[src/rtl/motores_alternados.sv]
// Two-motor alternator: START/STOP/soft-RESET buttons, test-mode period switch and fault latch.
// Optional fault handling (I5, FAULT state, O5) is enabled by defining MOTORES_ALTERNADOS_FAULT_EN.
module motores_alternados #(
   parameter int unsigned CLK_HZ       = 100_000_000,
   parameter int unsigned T_NORMAL_S   = 5,
   parameter int unsigned T_TEST_S     = 2,
   parameter int unsigned DB_MS_BTN    = 20,
   parameter int unsigned DB_MS_TESTLV = 20
) (
   input  logic clk,
   input  logic rst,
   input  logic I1,
   input  logic I2,
   input  logic I3,
   input  logic I4,
   input  logic I5,
   output logic O1,
   output logic O2,
   output logic O3,
   output logic O4,
   output logic O5
);

   localparam int unsigned N_BTN  = CLK_HZ / 1000 * DB_MS_BTN;
   localparam int unsigned N_TST  = CLK_HZ / 1000 * DB_MS_TESTLV;
   localparam int unsigned N_MAX  = (N_BTN > N_TST) ? N_BTN : N_TST;
   localparam int unsigned CW     = (N_MAX > 2) ? $clog2(N_MAX) : 1;
   localparam int unsigned P_NORM = CLK_HZ * T_NORMAL_S;
   localparam int unsigned P_TEST = CLK_HZ * T_TEST_S;
   localparam int unsigned P_MAX  = (P_NORM > P_TEST) ? P_NORM : P_TEST;
   localparam int unsigned TW     = (P_MAX > 2) ? $clog2(P_MAX) : 1;

   localparam logic [CW-1:0] LIM_BTN = CW'(N_BTN - 1);
   localparam logic [CW-1:0] LIM_TST = CW'(N_TST - 1);
   localparam logic [TW-1:0] END_NORM = TW'(P_NORM - 1);
   localparam logic [TW-1:0] END_TEST = TW'(P_TEST - 1);

   typedef enum logic [1:0] {
      IDLE   = 2'd0,
      RUN_M1 = 2'd1,
      RUN_M2 = 2'd2
`ifdef MOTORES_ALTERNADOS_FAULT_EN
      ,
      FAULT  = 2'd3
`endif
   } state_t;

   // Channel order in the vectors below: [0]=I1 START, [1]=I2 STOP, [2]=I3 RESET, [3]=I4 test level.
   logic [3:0]         sync1_q, sync2_q;
   logic [3:0]         stable_q, stable_d;
   logic [3:0]         prev_q;
   logic [2:0]         pulse_q;
   logic [3:0][CW-1:0] cnt_q, cnt_d;
   state_t             state_q, state_d;
   logic [TW-1:0]      timer_q, timer_d;
   logic [TW-1:0]      timer_end;
   logic               mode_chg;
   logic               fault_s;

`ifdef MOTORES_ALTERNADOS_FAULT_EN
   logic f1_q, f2_q;

   always_ff @(posedge clk or posedge rst) begin
      if (rst) begin
         f1_q <= 1'b0;
         f2_q <= 1'b0;
      end else begin
         f1_q <= I5;
         f2_q <= f1_q;
      end
   end

   assign fault_s = f2_q;
`else
   logic unused_i5;
   assign unused_i5 = I5;
   assign fault_s   = 1'b0;
`endif

   // A mismatching sample advances the count; a matching sample clears it.
   always_comb begin
      stable_d = stable_q;
      cnt_d    = '0;
      for (int i = 0; i < 4; i++) begin
         if (sync2_q[i] != stable_q[i]) begin
            if (cnt_q[i] == ((i == 3) ? LIM_TST : LIM_BTN)) begin
               stable_d[i] = sync2_q[i];
            end else begin
               cnt_d[i] = cnt_q[i] + 1'b1;
            end
         end
      end
   end

   assign mode_chg  = stable_q[3] ^ prev_q[3];
   assign timer_end = stable_q[3] ? END_TEST : END_NORM;

   always_comb begin
      state_d = state_q;
      timer_d = timer_q;
      if (fault_s) begin
`ifdef MOTORES_ALTERNADOS_FAULT_EN
         state_d = FAULT;
`endif
         timer_d = '0;
      end else if (pulse_q[2]) begin
         state_d = IDLE;
         timer_d = '0;
      end else begin
         case (state_q)
            IDLE: begin
               if (pulse_q[0]) begin
                  state_d = RUN_M1;
                  timer_d = '0;
               end
            end
            RUN_M1, RUN_M2: begin
               if (pulse_q[1]) begin
                  state_d = IDLE;
                  timer_d = '0;
               end else if (mode_chg) begin
                  timer_d = '0;
               end else if (timer_q >= timer_end) begin
                  state_d = (state_q == RUN_M1) ? RUN_M2 : RUN_M1;
                  timer_d = '0;
               end else begin
                  timer_d = timer_q + 1'b1;
               end
            end
            default: begin
               // FAULT is left only through the RESET branch above.
               state_d = state_q;
            end
         endcase
      end
   end

   always_ff @(posedge clk or posedge rst) begin
      if (rst) begin
         sync1_q  <= '0;
         sync2_q  <= '0;
         stable_q <= '0;
         prev_q   <= '0;
         pulse_q  <= '0;
         cnt_q    <= '0;
         state_q  <= IDLE;
         timer_q  <= '0;
         O1       <= 1'b0;
         O2       <= 1'b0;
         O3       <= 1'b0;
         O4       <= 1'b0;
      end else begin
         sync1_q  <= {I4, I3, I2, I1};
         sync2_q  <= sync1_q;
         stable_q <= stable_d;
         prev_q   <= stable_q;
         pulse_q  <= stable_q[2:0] & ~prev_q[2:0];
         cnt_q    <= cnt_d;
         state_q  <= state_d;
         timer_q  <= timer_d;
         O1       <= (state_q == RUN_M1);
         O2       <= (state_q == RUN_M2);
         O3       <= (state_q == RUN_M1) || (state_q == RUN_M2);
         O4       <= prev_q[3];
      end
   end

`ifdef MOTORES_ALTERNADOS_FAULT_EN
   always_ff @(posedge clk or posedge rst) begin
      if (rst) begin
         O5 <= 1'b0;
      end else begin
         O5 <= (state_q == FAULT);
      end
   end
`else
   assign O5 = 1'b0;
`endif

endmodule

[config.mk]
export PLATFORM = sky130hd
export DESIGN_NAME = motores_alternados
export DESIGN_NICKNAME = d
export VERILOG_FILES = /design/src/rtl/motores_alternados.sv
export SDC_FILE = /design/constraint.sdc
export NUM_CORES = 1
export LEC_CHECK = 0
export ABC_AREA = 1
export BUFFER_PORTS_ARGS = -buffer_cell sky130_fd_sc_hd__buf_4
export CAP_MARGIN = 20
export CORE_ASPECT_RATIO = 0.6
export CORE_MARGIN = 2
export CORE_UTILIZATION = 43
export CTS_BUF_LIST = sky130_fd_sc_hd__clkbuf_2 sky130_fd_sc_hd__clkbuf_4 sky130_fd_sc_hd__clkbuf_8
export DETAILED_ROUTE_END_ITERATION = 10
export GPL_TIMING_DRIVEN = 0
export PLACE_DENSITY = 0.64
export SYNTH_ARGS = -nofsm -noshare
export SYNTH_HDL_FRONTEND = slang
export SYNTH_SLANG_ARGS = --single-unit
[constraint.sdc]
create_clock -name clk -period 6.23 [get_ports clk]
set_clock_uncertainty 0.05 [all_clocks]
set_input_delay 0.3115 -clock clk [delete_from_list [all_inputs] [get_ports clk]]
set_output_delay 0.3115 -clock clk [all_outputs]
set_load 0.03 [all_outputs]
# Word level (Yosys, flattened, before mapping)

Index checks and enable logic that the tools add are counted.

Logic and storage cells: 72
Register bits: 138
Input bits: 7

Add/sub/neg operators: 5
Magnitude comparators: 1
Bitwise gates (word level): 3
Reductions and logical operators: 10
Muxes and demuxes: 22
Eq/ne operators: 13

Operator list:

| cell                  | count |
|---|---|
| $mux 29               | 6 |
| $mux 21               | 8 |
| $add 21x1->21 const B | 4 |
| $eq 21x21->1 const B  | 4 |
| $pmux 29 s2           | 1 |
| $add 29x1->29 const B | 1 |
| $ge 29x29->1          | 1 |
| $mux 2                | 6 |
| $reduce_and 2->1      | 5 |
| $ne 4x4->1 const B    | 2 |
| $ne 1x1->1            | 4 |
| $pmux 2 s2            | 1 |
| $reduce_and 4->1      | 1 |
| $and 3x3->3           | 1 |
| $ne 3x3->1 const B    | 1 |
| $not 3->3             | 1 |
| $reduce_bool 3->1     | 1 |
| $eq 2x1->1 const B    | 1 |
| $eq 2x2->1 const B    | 1 |
| $logic_not 2->1       | 1 |
| $reduce_or 2->1       | 1 |
| $logic_or 1x1->1      | 1 |
| $xor 1x1->1           | 1 |

# Longest topological paths before layout

Gate-level depths: netlist of the first run.

Depth in word-level cells: 7
Depth in mapped cells: 14
Mapped depth without buffers: 14

# Worst setup path after synthesis of the first run

OpenSTA, ideal clock, no wires.

Path type: register to register
Start point: reg stable_q[3]
End point: reg timer_q[0]
Setup slack: 4.262 ns
Data required time: 6.103 ns
Period minus slack after synthesis: 1.968 ns
Data arrival time: 1.840 ns
Setup time: 0.077 ns
Cell stages (with the launch flop): 13
Cell sequence: dfrtp_1 > inv_1 > ha_1 > nand2_1 > nor2_1 > nand2_1 > nor2_1 > nor2_1 > nand4_4 > nor2_4 > buf_6 > nor2_2 > a21oi_1

Longest elaborated chain between the ends: 7
Elaborated cells on any way between the ends: 8

Ends and longest elaborated chain:

| element                | RTL line | source |
|---|---|---|
| start, declared        | 50       | `logic [3:0] stable_q, stable_d;` |
| start signal, assigned | 155      | `stable_q <= stable_d;` |
| $mux 29                | 96       | `assign timer_end = stable_q[3] ? END_TEST : END_NORM;` |
| $ge 29x29->1           | 123      | `end else if (timer_q >= timer_end) begin` |
| $mux 29                | 123      |  |
| $mux 29 (*)            | 121      | `end else if (mode_chg) begin` |
| $mux 29 (*)            | 118      | `if (pulse_q[1]) begin` |
| $pmux 29 s2 (*)        | 110      | `case (state_q)` |
| $mux 29 (*)            | 106      | `end else if (pulse_q[2]) begin` |
| end signal, assigned   | 160      | `timer_q <= timer_d;` |
| end, declared          | 55       | `logic [TW-1:0] timer_q, timer_d;` |

Mark *: on every way between the ends. The rest lies on a longest branch, timed or not.
A chain may end at the register's enable or synchronous reset.

# Final worst setup path of the first run

Start point: reg stable_q[3]
End point: reg timer_q[2]

Same word-level chain as after synthesis.

==> results of run 1 <==
[synthesized netlist by cell type, types with 5 or more instances]
| library cell | number |
|---|---|
| nor3_1 | 45 |
| nor2_2 | 9 |
| nor2_4 | 8 |
| nand3_1 | 58 |
| xnor2_1 | 10 |
| nand4_1 | 27 |
| nand3_2 | 7 |
| nand2_2 | 6 |
| nor4_1 | 13 |
| o21ai_1 | 5 |
| nand2_1 | 217 |
| o21ai_0 | 38 |
| inv_1 | 121 |
| inv_2 | 16 |
| nor3_2 | 9 |
| nor2_1 | 133 |
| ha_1 | 18 |
| a21oi_1 | 32 |
| xor2_1 | 22 |
| nor3b_1 | 7 |
| dfrtp_1 | 138 |
[state kept, by name, indices dropped and copies added (netlist names)]
| signal | count |
|---|---|
| pulse_q | 3 |
| state_q | 2 |
| O2 | 1 |
| sync1_q | 4 |
| O3 | 1 |
| sync2_q | 4 |
| cnt_q | 84 |
| stable_q | 4 |
| prev_q | 4 |
| timer_q | 29 |
| O4 | 1 |
| O1 | 1 |
[worst max-delay path: stages, from the launching register on]
cell and delay (ps):
dfrtp_1 670, inv_1 280, ha_1 390, nand2_1 70
nor2_1 190, nand2_1 80, nor2_1 90, nand2_1 90
nand4_4 160, nor2_4 60, buf_6 150, nand3_1 70
o21ai_0 110
[cell families (layout without fill, tap and decap cells)]
| kind of cell | Yosys count | count (layout) | share of synthesized area (%) |
|---|---|---|---|
| buffers and inverters | 144 | 191 | 7.25 |
| AO/OA/AOI/OAI | 93 | 93 | 6.75 |
| AND/OR/NAND/NOR | 556 | 556 | 34.3 |
| other | 1 | 1 | 0.0485 |
| XOR/XNOR | 32 | 32 | 3.62 |
| adder cells (fa/ha/maj) | 18 | 18 | 2.91 |
| flip-flops | 138 | 138 | 44.7 |
| multiplexers | 3 | 3 | 0.437 |
[per-layer routing]
metal / wire length, um / global-route usage, %
met1: 9670 / 32.3
met2: 5990 / 23.1
met3: 1080 / 3.85
met4: 145 / 5.49
met5: 0 / 0
[worst min path at each step]
stage | slack [ps] | cells past startpoint | endpoint | from
after floorplan | 280 | 0 | sync2_q[0]$_DFF_PP0_ | sync1_q[0]$_DFF_PP0_
after global placement | 280 | 0 | sync2_q[0]$_DFF_PP0_ | sync1_q[0]$_DFF_PP0_
after detailed placement | 290 | 0 | sync2_q[1]$_DFF_PP0_ | sync1_q[1]$_DFF_PP0_
after CTS | 310 | 0 | sync2_q[2]$_DFF_PP0_ | sync1_q[2]$_DFF_PP0_
after global routing | 310 | 0 | sync2_q[0]$_DFF_PP0_ | sync1_q[0]$_DFF_PP0_
final | 310 | 0 | sync2_q[2]$_DFF_PP0_ | sync1_q[2]$_DFF_PP0_
[report_power, final]
part / switching, mW / internal (mW)
clock: 0.405 / 0.297
sequential: 0.00716 / 0.904
combinational: 0.0382 / 0.0153
total: 0.451 / 1.22
[area by class of cell]
type / count / area [um^2]
tap: 234 / 293
fill: 1677 / 8810
buffer: 6 / 42.5
clock inverter: 14 / 133
timing repair buffer: 15 / 145
sequential: 138 / 3450
clock buffer: 18 / 241
inverter: 138 / 523
multi-input combinational: 703 / 3720
==> impl_metrics.py, run 1 <==
metrics = {
    "timing": {
        "fin_crit_sh_pct": 42.1,
        "drv_slew": 0,
        "max-slew-margin-rel_pct": 47.1,
        "fin_crit_ps": 2620,
        "fmax_mhz": 382,
        "rsz0062_at_grt": "no",
        "hold_viol_final": 0,
        "fin_setup_tns_ps": 0,
        "tightest_slew_ps": 788,
        "hold-worst-slack_ps": 306,
        "setup_slack_ps": 3610,
        "setup_viol": 0,
    },
    "placement": {
        "io_buffers": 9,
        "post-place-ws_ps": 3650,
        "dp.cells": 1229,
        "dp_hpwl_um": 12600,
        "gp_congestion": 0.894,
        "place_area_mm2": 0.00813,
    },
    "clocking": {
        "numClockSinks": 138,
        "cts-resized-gates": 0,
        "numCtsBuffers": 17,
        "path_clk_slew_ps": 90,
        "cts_buffer_depth": 2,
        "cts-root-buf": "clkbuf_8",
        "htreeDepth": 4,
        "cts_hold_buf": 5,
        "clk_latency_ps": 450,
        "postCtsSetupRepairBufs": 0,
        "cts_tree": "yes",
    },
    "logic_synthesis": {
        "synth_seq_cells": 138,
        "yosysSeqAreaShare_pct": 44.7,
        "yosys.area.top_type": "dfrtp_1",
        "synth-main-ff-cell": "dfrtp_1",
        "synthTopCellsByArea": "dfrtp_1 45%, nand2_1 11%, nor2_1 6.5%, inv_1 5.9%, nand3_1 3.8%",
        "avgSynthCellArea_um2": 7.85,
        "synth-edff-count": 0,
        "async_flop_share_pct": 100,
        "syn-instance-count": 985,
        "syn_nets": 1010,
        "syn_area_mm2": 0.00773,
        "synth_cell_type_count": 48,
        "ys_warn_count": 0,
        "yosysTopAreaCellShare_pct": 44.7,
    },
    "setup_path": {
        "ff2ff_setup_slack_ps": 3610,
        "path_class": "flop to flop",
        "r2r_cells": 12,
        "arrival_ps": 2870,
        "crit_path_end_kind": "flop",
        "crit_path_start": "stable_q[3]$_DFFE_PP0P_",
        "cp_max_fo": 10,
        "cp-endpoint": "timer_q[2]$_DFFE_PP0P_",
        "crit_required_ps": 6480,
        "r2r-end": "timer_q[2]$_DFFE_PP0P_",
        "start_kind": "flop",
        "r2r_start": "stable_q[3]$_DFFE_PP0P_",
    },
    "layout": {
        "final_common_cell": "nand2_1",
        "final_cell_area_mm2": 0.00855,
        "syn_to_final_growth_pct": 10.6,
        "diodes": 0,
        "drive_above_1_share_pct": 11.4,
        "final_core_util_pct": 49.3,
        "final_cell_mix": "217 x nand2_1, 138 x dfrtp_1, 133 x nor2_1, 120 x inv_1, 58 x nand3_1",
        "fin_cells": 1266,
        "nets": 1044,
    },
    "detailed_routing": {
        "dr_total_vias": 6429,
        "first_pass_iters": 5,
        "drt_iter0_drc": 530,
        "viasPerCell": 5.08,
        "totalWireLength_um": 16900,
        "ant_nets": 0,
        "routedWlPerCell_um": 13.3,
        "drc": 0,
    },
    "floorplan": {
        "start_util_pct": 44.5,
        "rows": 37,
        "die_h_um": 108,
        "die_w_um": 177,
        "io_pins": 12,
        "coreArea_mm2": 0.0174,
        "dieArea_mm2": 0.0191,
    },
    "global_route": {
        "grt_pass1_wl_um": 28800,
        "grt_pass1_vias": 5707,
        "grtUsageTotal_pct": 19.1,
        "antenna_found_initial": 0,
        "grt_max_degree": 73,
        "grt_overflow": 0,
    },
    "pwr": {
        "powerDensity_mw_per_mm2": 195,
        "p_leak_nw": 3.61,
        "power.total_mw": 1.67,
        "ir_drop_mv": 0.127,
    },
    "run": {
        "cap_viol_max_count": 0,
    },
    "run_status": {
        "status": "finished, final reports clean",
    },
    "min_path": {
        "hp-class": "flop to flop",
    },
}
No activity file was read; power rests on OpenSTA's default activity.
==> inputs of run 2 (changes only) <==
==> constraint.sdc (replaced) <==
create_clock -name clk -period 2.7 [get_ports clk]
set_clock_uncertainty 0.05 [all_clocks]
set_input_delay 0.135 -clock clk [delete_from_list [all_inputs] [get_ports clk]]
set_output_delay 0.135 -clock clk [all_outputs]
set_load 0.03 [all_outputs]
==> run 2 against run 1 <==
Effect of this change:
- die area stayed put
- first-iteration DRC count is 25% higher
- final cell count is 0.16% higher
- final area is 1.0% higher
- flip-flop and latch count stayed put
- routed wire length is 1.4% higher
- sequential share of layout area is 0.38 points lower
- worst hold slack worse by 35 ps
- sequential power is 130% higher
- critical endpoint unchanged
- largest power group unchanged
- highest routed layer unchanged
==> impl_metrics.py, run 2 (synthesized netlist as in run 1, its figures left out) <==
metrics = {
    "detailed_routing": {
        "routedWlPerCell_um": 13.5,
        "ant_nets": 0,
        "totalWireLength_um": 17100,
        "drt_iter0_drc": 663,
        "dr_total_vias": 6430,
        "viasPerCell": 5.07,
        "drc": 0,
        "first_pass_iters": 5,
    },
    "clocking": {
        "cts-root-buf": "clkbuf_8",
        "numClockSinks": 138,
        "cts_buffer_depth": 2,
        "htreeDepth": 4,
        "clk_latency_ps": 460,
        "numCtsBuffers": 17,
        "postCtsSetupRepairBufs": 0,
        "cts_tree": "yes",
        "path_clk_slew_ps": 80,
    },
    "timing": {
        "fin_setup_tns_ps": 0,
        "rsz0062_at_grt": "no",
        "fmax_mhz": 412,
        "hold_viol_final": 0,
        "fin_crit_ps": 2430,
        "fin_crit_sh_pct": 89.9,
        "max-slew-margin-rel_pct": 44.8,
        "tightest_slew_ps": 826,
        "hold-worst-slack_ps": 270,
        "setup_slack_ps": 272,
        "setup_viol": 0,
        "drv_slew": 0,
    },
    "global_route": {
        "grt_pass1_vias": 5928,
        "grt_pass1_wl_um": 29100,
        "grt_max_degree": 42,
        "grtUsageTotal_pct": 19.4,
        "antenna_found_initial": 0,
        "grt_overflow": 0,
    },
    "run": {
        "cap_viol_max_count": 0,
    },
    "setup_path": {
        "crit_path_start": "stable_q[3]$_DFFE_PP0P_",
        "start_kind": "flop",
        "crit_required_ps": 3010,
        "crit_path_end_kind": "flop",
        "arrival_ps": 2730,
        "path_class": "flop to flop",
        "cp_max_fo": 10,
        "r2r_start": "stable_q[3]$_DFFE_PP0P_",
    },
    "min_path": {
        "hp-class": "input port to flop",
        "worstHoldStart": "I1",
    },
    "layout": {
        "syn_to_final_growth_pct": 11.7,
        "diodes": 0,
        "final_cell_mix": "217 x nand2_1, 137 x dfrtp_1, 133 x nor2_1, 120 x inv_1, 58 x nand3_1",
        "final_core_util_pct": 49.7,
        "final_cell_area_mm2": 0.00864,
        "final_common_cell": "nand2_1",
        "drive_above_1_share_pct": 11.7,
        "largest_register_ffs": 84,
        "top_regs": "cnt_q (84), timer_q (29)",
        "regArea_mm2": 0.00345,
        "nets": 1046,
        "fin_cells": 1268,
        "top_register": "cnt_q",
        "multi_input_area_mm2": 0.00372,
        "fill_cells": 1652,
    },
    "pwr": {
        "powerDensity_mw_per_mm2": 471,
        "power.total_mw": 4.06,
        "ir_drop_mv": 0.403,
        "p_leak_nw": 3.64,
    },
    "placement": {
        "gp_congestion": 0.881,
        "post-place-ws_ps": 128,
        "io_buffers": 9,
        "dp_hpwl_um": 12600,
        "place_area_mm2": 0.00816,
        "dp.cells": 1231,
    },
    "floorplan": {
        "start_util_pct": 44.5,
        "io_pins": 12,
        "coreArea_mm2": 0.0174,
        "rows": 37,
        "dieArea_mm2": 0.0191,
        "die_w_um": 177,
        "die_h_um": 108,
    },
    "run_status": {
        "status": "finished, final reports clean",
    },
}
==> run 2: final cells by class <==
| type | count | area share [%] |
|---|---|---|
| multi-input cells | 703 | 43.1 |
| flip-flops and latches | 138 | 40.0 |
| inverters | 138 | 6.04 |
| well taps | 234 | 3.39 |
| clock buffers | 18 | 2.80 |
| clock inverters | 14 | 2.14 |
| repair buffers | 17 | 2.06 |
| plain buffers | 6 | 0.493 |
==> run 2: repair_timing <==
action,in CTS,in global routing
hold buffers,5,0
gates resized for setup,0,1
endpoints found under the setup margin,0,25
hold endpoints to repair,41,0
==> run 2: final timing paths <==
kind | endpoint | slack (ps) | depth (start not counted)
min | sync1_q[0]$_DFF_PP0_ | 270 | 2
min reg2reg | sync2_q[3]$_DFF_PP0_ | 300 | 0
max | timer_q[2]$_DFFE_PP0P_ | 270 | 12
max in group asynchronous | stable_q[3]$_DFFE_PP0P_ | 1330 | 5
max reg2reg | timer_q[2]$_DFFE_PP0P_ | 270 | 12
min in group asynchronous | cnt_q[5]$_DFF_PP0_ | 330 | 3
==> run 2: per-layer routing <==
| layer | wire [um] | vias up | global-route usage (%) |
|---|---|---|---|
| li1 | - | 3287 | - |
| met1 | 9370 | 2964 | 30.6 |
| met2 | 6670 | 162 | 26.2 |
| met3 | 929 | 17 | 4.03 |
| met4 | 148 | 0 | 5.84 |
| met5 | 0 | - | 0 |
==> run 2: report_power, final <==
group / internal, mW / total, mW / switching (mW)
combinational: 0.0400 / 0.127 / 0.0871
clock: 0.946 / 1.83 / 0.888
sequential: 2.09 / 2.10 / 0.0181
==> run 2: worst max-delay path: stages, from the launching register on <==
cell and delay, ps:
dfrtp_2 510, inv_1 330, ha_1 310, nand2_1 90, o21ai_0 80, nand2_1 60
nand2_1 80, nand2_1 120, nand4_4 170, nor2_4 180, buf_6 180, nand3_1 70
o21ai_0 100
==> inputs of run 3 (changes only) <==
--- a/config.mk
+++ b/config.mk
@@ -6,15 +6,17 @@
 export NUM_CORES = 1
 export LEC_CHECK = 0
 export ABC_AREA = 1
-export BUFFER_PORTS_ARGS = -buffer_cell sky130_fd_sc_hd__buf_4
 export CAP_MARGIN = 20
 export CORE_ASPECT_RATIO = 0.6
 export CORE_MARGIN = 2
 export CORE_UTILIZATION = 43
 export CTS_BUF_LIST = sky130_fd_sc_hd__clkbuf_2 sky130_fd_sc_hd__clkbuf_4 sky130_fd_sc_hd__clkbuf_8
 export DETAILED_ROUTE_END_ITERATION = 10
+export DONT_BUFFER_PORTS = 1
 export GPL_TIMING_DRIVEN = 0
+export MAX_ROUTING_LAYER = met4
 export PLACE_DENSITY = 0.64
+export REMOVE_ABC_BUFFERS = 1
 export SYNTH_ARGS = -nofsm -noshare
 export SYNTH_HDL_FRONTEND = slang
 export SYNTH_SLANG_ARGS = --single-unit
==> run 3 against run 2 <==
Effect of this change:
- power is 1.4% higher
- final area is 1.1% lower
- fmax is 2.5% lower
- worst hold slack worse by 110 ps
- via count is 1.3% higher
- clock power is 4% higher
- critical endpoint unchanged
==> impl_metrics.py, run 3 (synthesized netlist as in run 1, its figures left out) <==
metrics = {
    "run_status": {
        "status": "finished, final reports clean",
    },
    "detailed_routing": {
        "dr_total_vias": 6511,
        "ant_nets": 0,
        "routedWlPerCell_um": 14.1,
        "drc": 0,
        "totalWireLength_um": 17700,
        "first_pass_iters": 5,
        "drt_iter0_drc": 673,
        "viasPerCell": 5.20,
    },
    "layout": {
        "top_regs": "cnt_q (84), timer_q (29)",
        "fill_cells": 1677,
        "top_register": "cnt_q",
        "largest_register_ffs": 84,
        "final_core_util_pct": 49.2,
        "syn_to_final_growth_pct": 10.5,
        "final_common_cell": "nand2_1",
        "nets": 1031,
        "final_cell_mix": "217 x nand2_1, 137 x dfrtp_1, 133 x nor2_1, 120 x inv_1, 58 x nand3_1",
        "drive_above_1_share_pct": 10.6,
        "diodes": 0,
    },
    "floorplan": {
        "coreArea_mm2": 0.0174,
        "start_util_pct": 44.5,
        "io_pins": 12,
        "dieArea_mm2": 0.0191,
        "die_w_um": 177,
        "rows": 37,
        "die_h_um": 108,
    },
    "timing": {
        "tightest_slew_ps": 763,
        "drv_slew": 0,
        "hold-worst-slack_ps": 159,
        "fin_crit_sh_pct": 92.2,
        "fmax_mhz": 402,
        "max-slew-margin-rel_pct": 48.7,
        "fin_setup_tns_ps": 0,
        "hold_viol_final": 0,
        "setup_viol": 0,
        "fin_crit_ps": 2490,
    },
    "setup_path": {
        "r2r_cells": 8,
        "arrival_ps": 2790,
        "r2r_start": "state_q[1]$_DFFE_PP0P_",
        "crit_required_ps": 3000,
        "cp_max_fo": 13,
        "start_kind": "flop",
        "ff2ff_setup_slack_ps": 210,
        "path_class": "flop to flop",
        "crit_path_start": "state_q[1]$_DFFE_PP0P_",
        "r2r-end": "timer_q[2]$_DFFE_PP0P_",
        "crit_path_end_kind": "flop",
    },
    "pwr": {
        "power.total_mw": 4.12,
        "p_leak_nw": 3.59,
        "powerDensity_mw_per_mm2": 483,
        "ir_drop_mv": 0.351,
    },
    "global_route": {
        "antenna_found_initial": 0,
        "grt_overflow": 0,
        "grt_pass1_vias": 5792,
        "grtUsageTotal_pct": 20.3,
        "grt_pass1_wl_um": 29700,
        "grt_max_degree": 93,
    },
    "clocking": {
        "numCtsBuffers": 17,
        "clk_latency_ps": 450,
        "cts_buffer_depth": 2,
        "cts_tree": "yes",
        "htreeDepth": 4,
        "cts-root-buf": "clkbuf_8",
        "numClockSinks": 138,
        "path_clk_slew_ps": 90,
        "postCtsSetupRepairBufs": 0,
    },
    "run": {
        "cap_viol_max_count": 0,
    },
    "placement": {
        "dp_hpwl_um": 12600,
        "gp_congestion": 0.912,
        "io_buffers": 0,
    },
    "min_path": {
        "hp-class": "input port to async pin",
    },
}
-- run 3: cell count changes in the layout (fill, tap and decap cells not counted), moves of 2 or more --
cell,change
clkinvlp_4,-3
clkbuf_1,-2
buf_4,-10
buf_12,-3
inv_8,+3
buf_6,-2
-- run 3: layer usage --
layer / up-vias / track usage (%) / part of all wire (%)
met5: - / - / 0
met4: 0 / 4.60 / 0.82
met3: 14 / 3.74 / 8.6
met2: 229 / 24.5 / 36
met1: 3007 / 33.4 / 54
li1: 3261 / - / -
-- run 3: through the flow --
step	setup WS, ps	cells	cell area, um^2
after floorplan	-1180	979	7690
after global placement	-2780	1213	7980
after detailed placement	-424	1214	8020
after CTS	19.4	1252	8530
after global routing	-1.98	1253	8540
final	210	1253	8540
-- run 3: worst max path at each step --
stage	endpoint	slack, ps
after floorplan	O1$_DFF_PP0_	-1180
after global placement	cnt_q[79]$_DFF_PP0_	-2780
after detailed placement	timer_q[2]$_DFFE_PP0P_	-420
after CTS	timer_q[2]$_DFFE_PP0P_	20
after global routing	timer_q[3]$_DFFE_PP0P_	-2
final	timer_q[2]$_DFFE_PP0P_	210
-- run 3: final cells by class --
| cell class | count | area (um^2) | area share, % |
|---|---|---|---|
| repair buffers | 6 | 77.6 | 0.908 |
| well taps | 234 | 293 | 3.43 |
| flip-flops and latches | 138 | 3450 | 40.4 |
| clock buffers | 17 | 234 | 2.74 |
| multi-input cells | 705 | 3750 | 43.9 |
| clock inverters | 15 | 208 | 2.43 |
| inverters | 138 | 523 | 6.12 |
-- run 3: worst max-delay path, cell delays in order (launching register included) --
cell	delay (ps)
dfrtp_1	380
inv_1	80
ha_1	310
inv_1	160
o211ai_4	460
nand3_2	350
nor2_4	390
nand3_1	110
o21ai_0	100
-- run 3: where the power goes --
group | leakage, nW | internal, mW | switching, mW | total (mW)
Combinational | 1.47 | 0.0300 | 0.0878 | 0.118
Sequential | 1.90 | 2.09 | 0.0170 | 2.10
Clock | 0.222 | 0.958 | 0.944 | 1.90
Total | 3.59 | 3.07 | 1.05 | 4.12
-- run 3: timing repair --
item | 4_1_cts | 5_1_grt
gates cloned | 1 | 1
hold buffers | 5 | 0
gates resized for setup | 2 | 1
hold endpoints to repair | 90 | 0
endpoints found under the setup margin | 28 | 28
pin swaps | 0 | 3
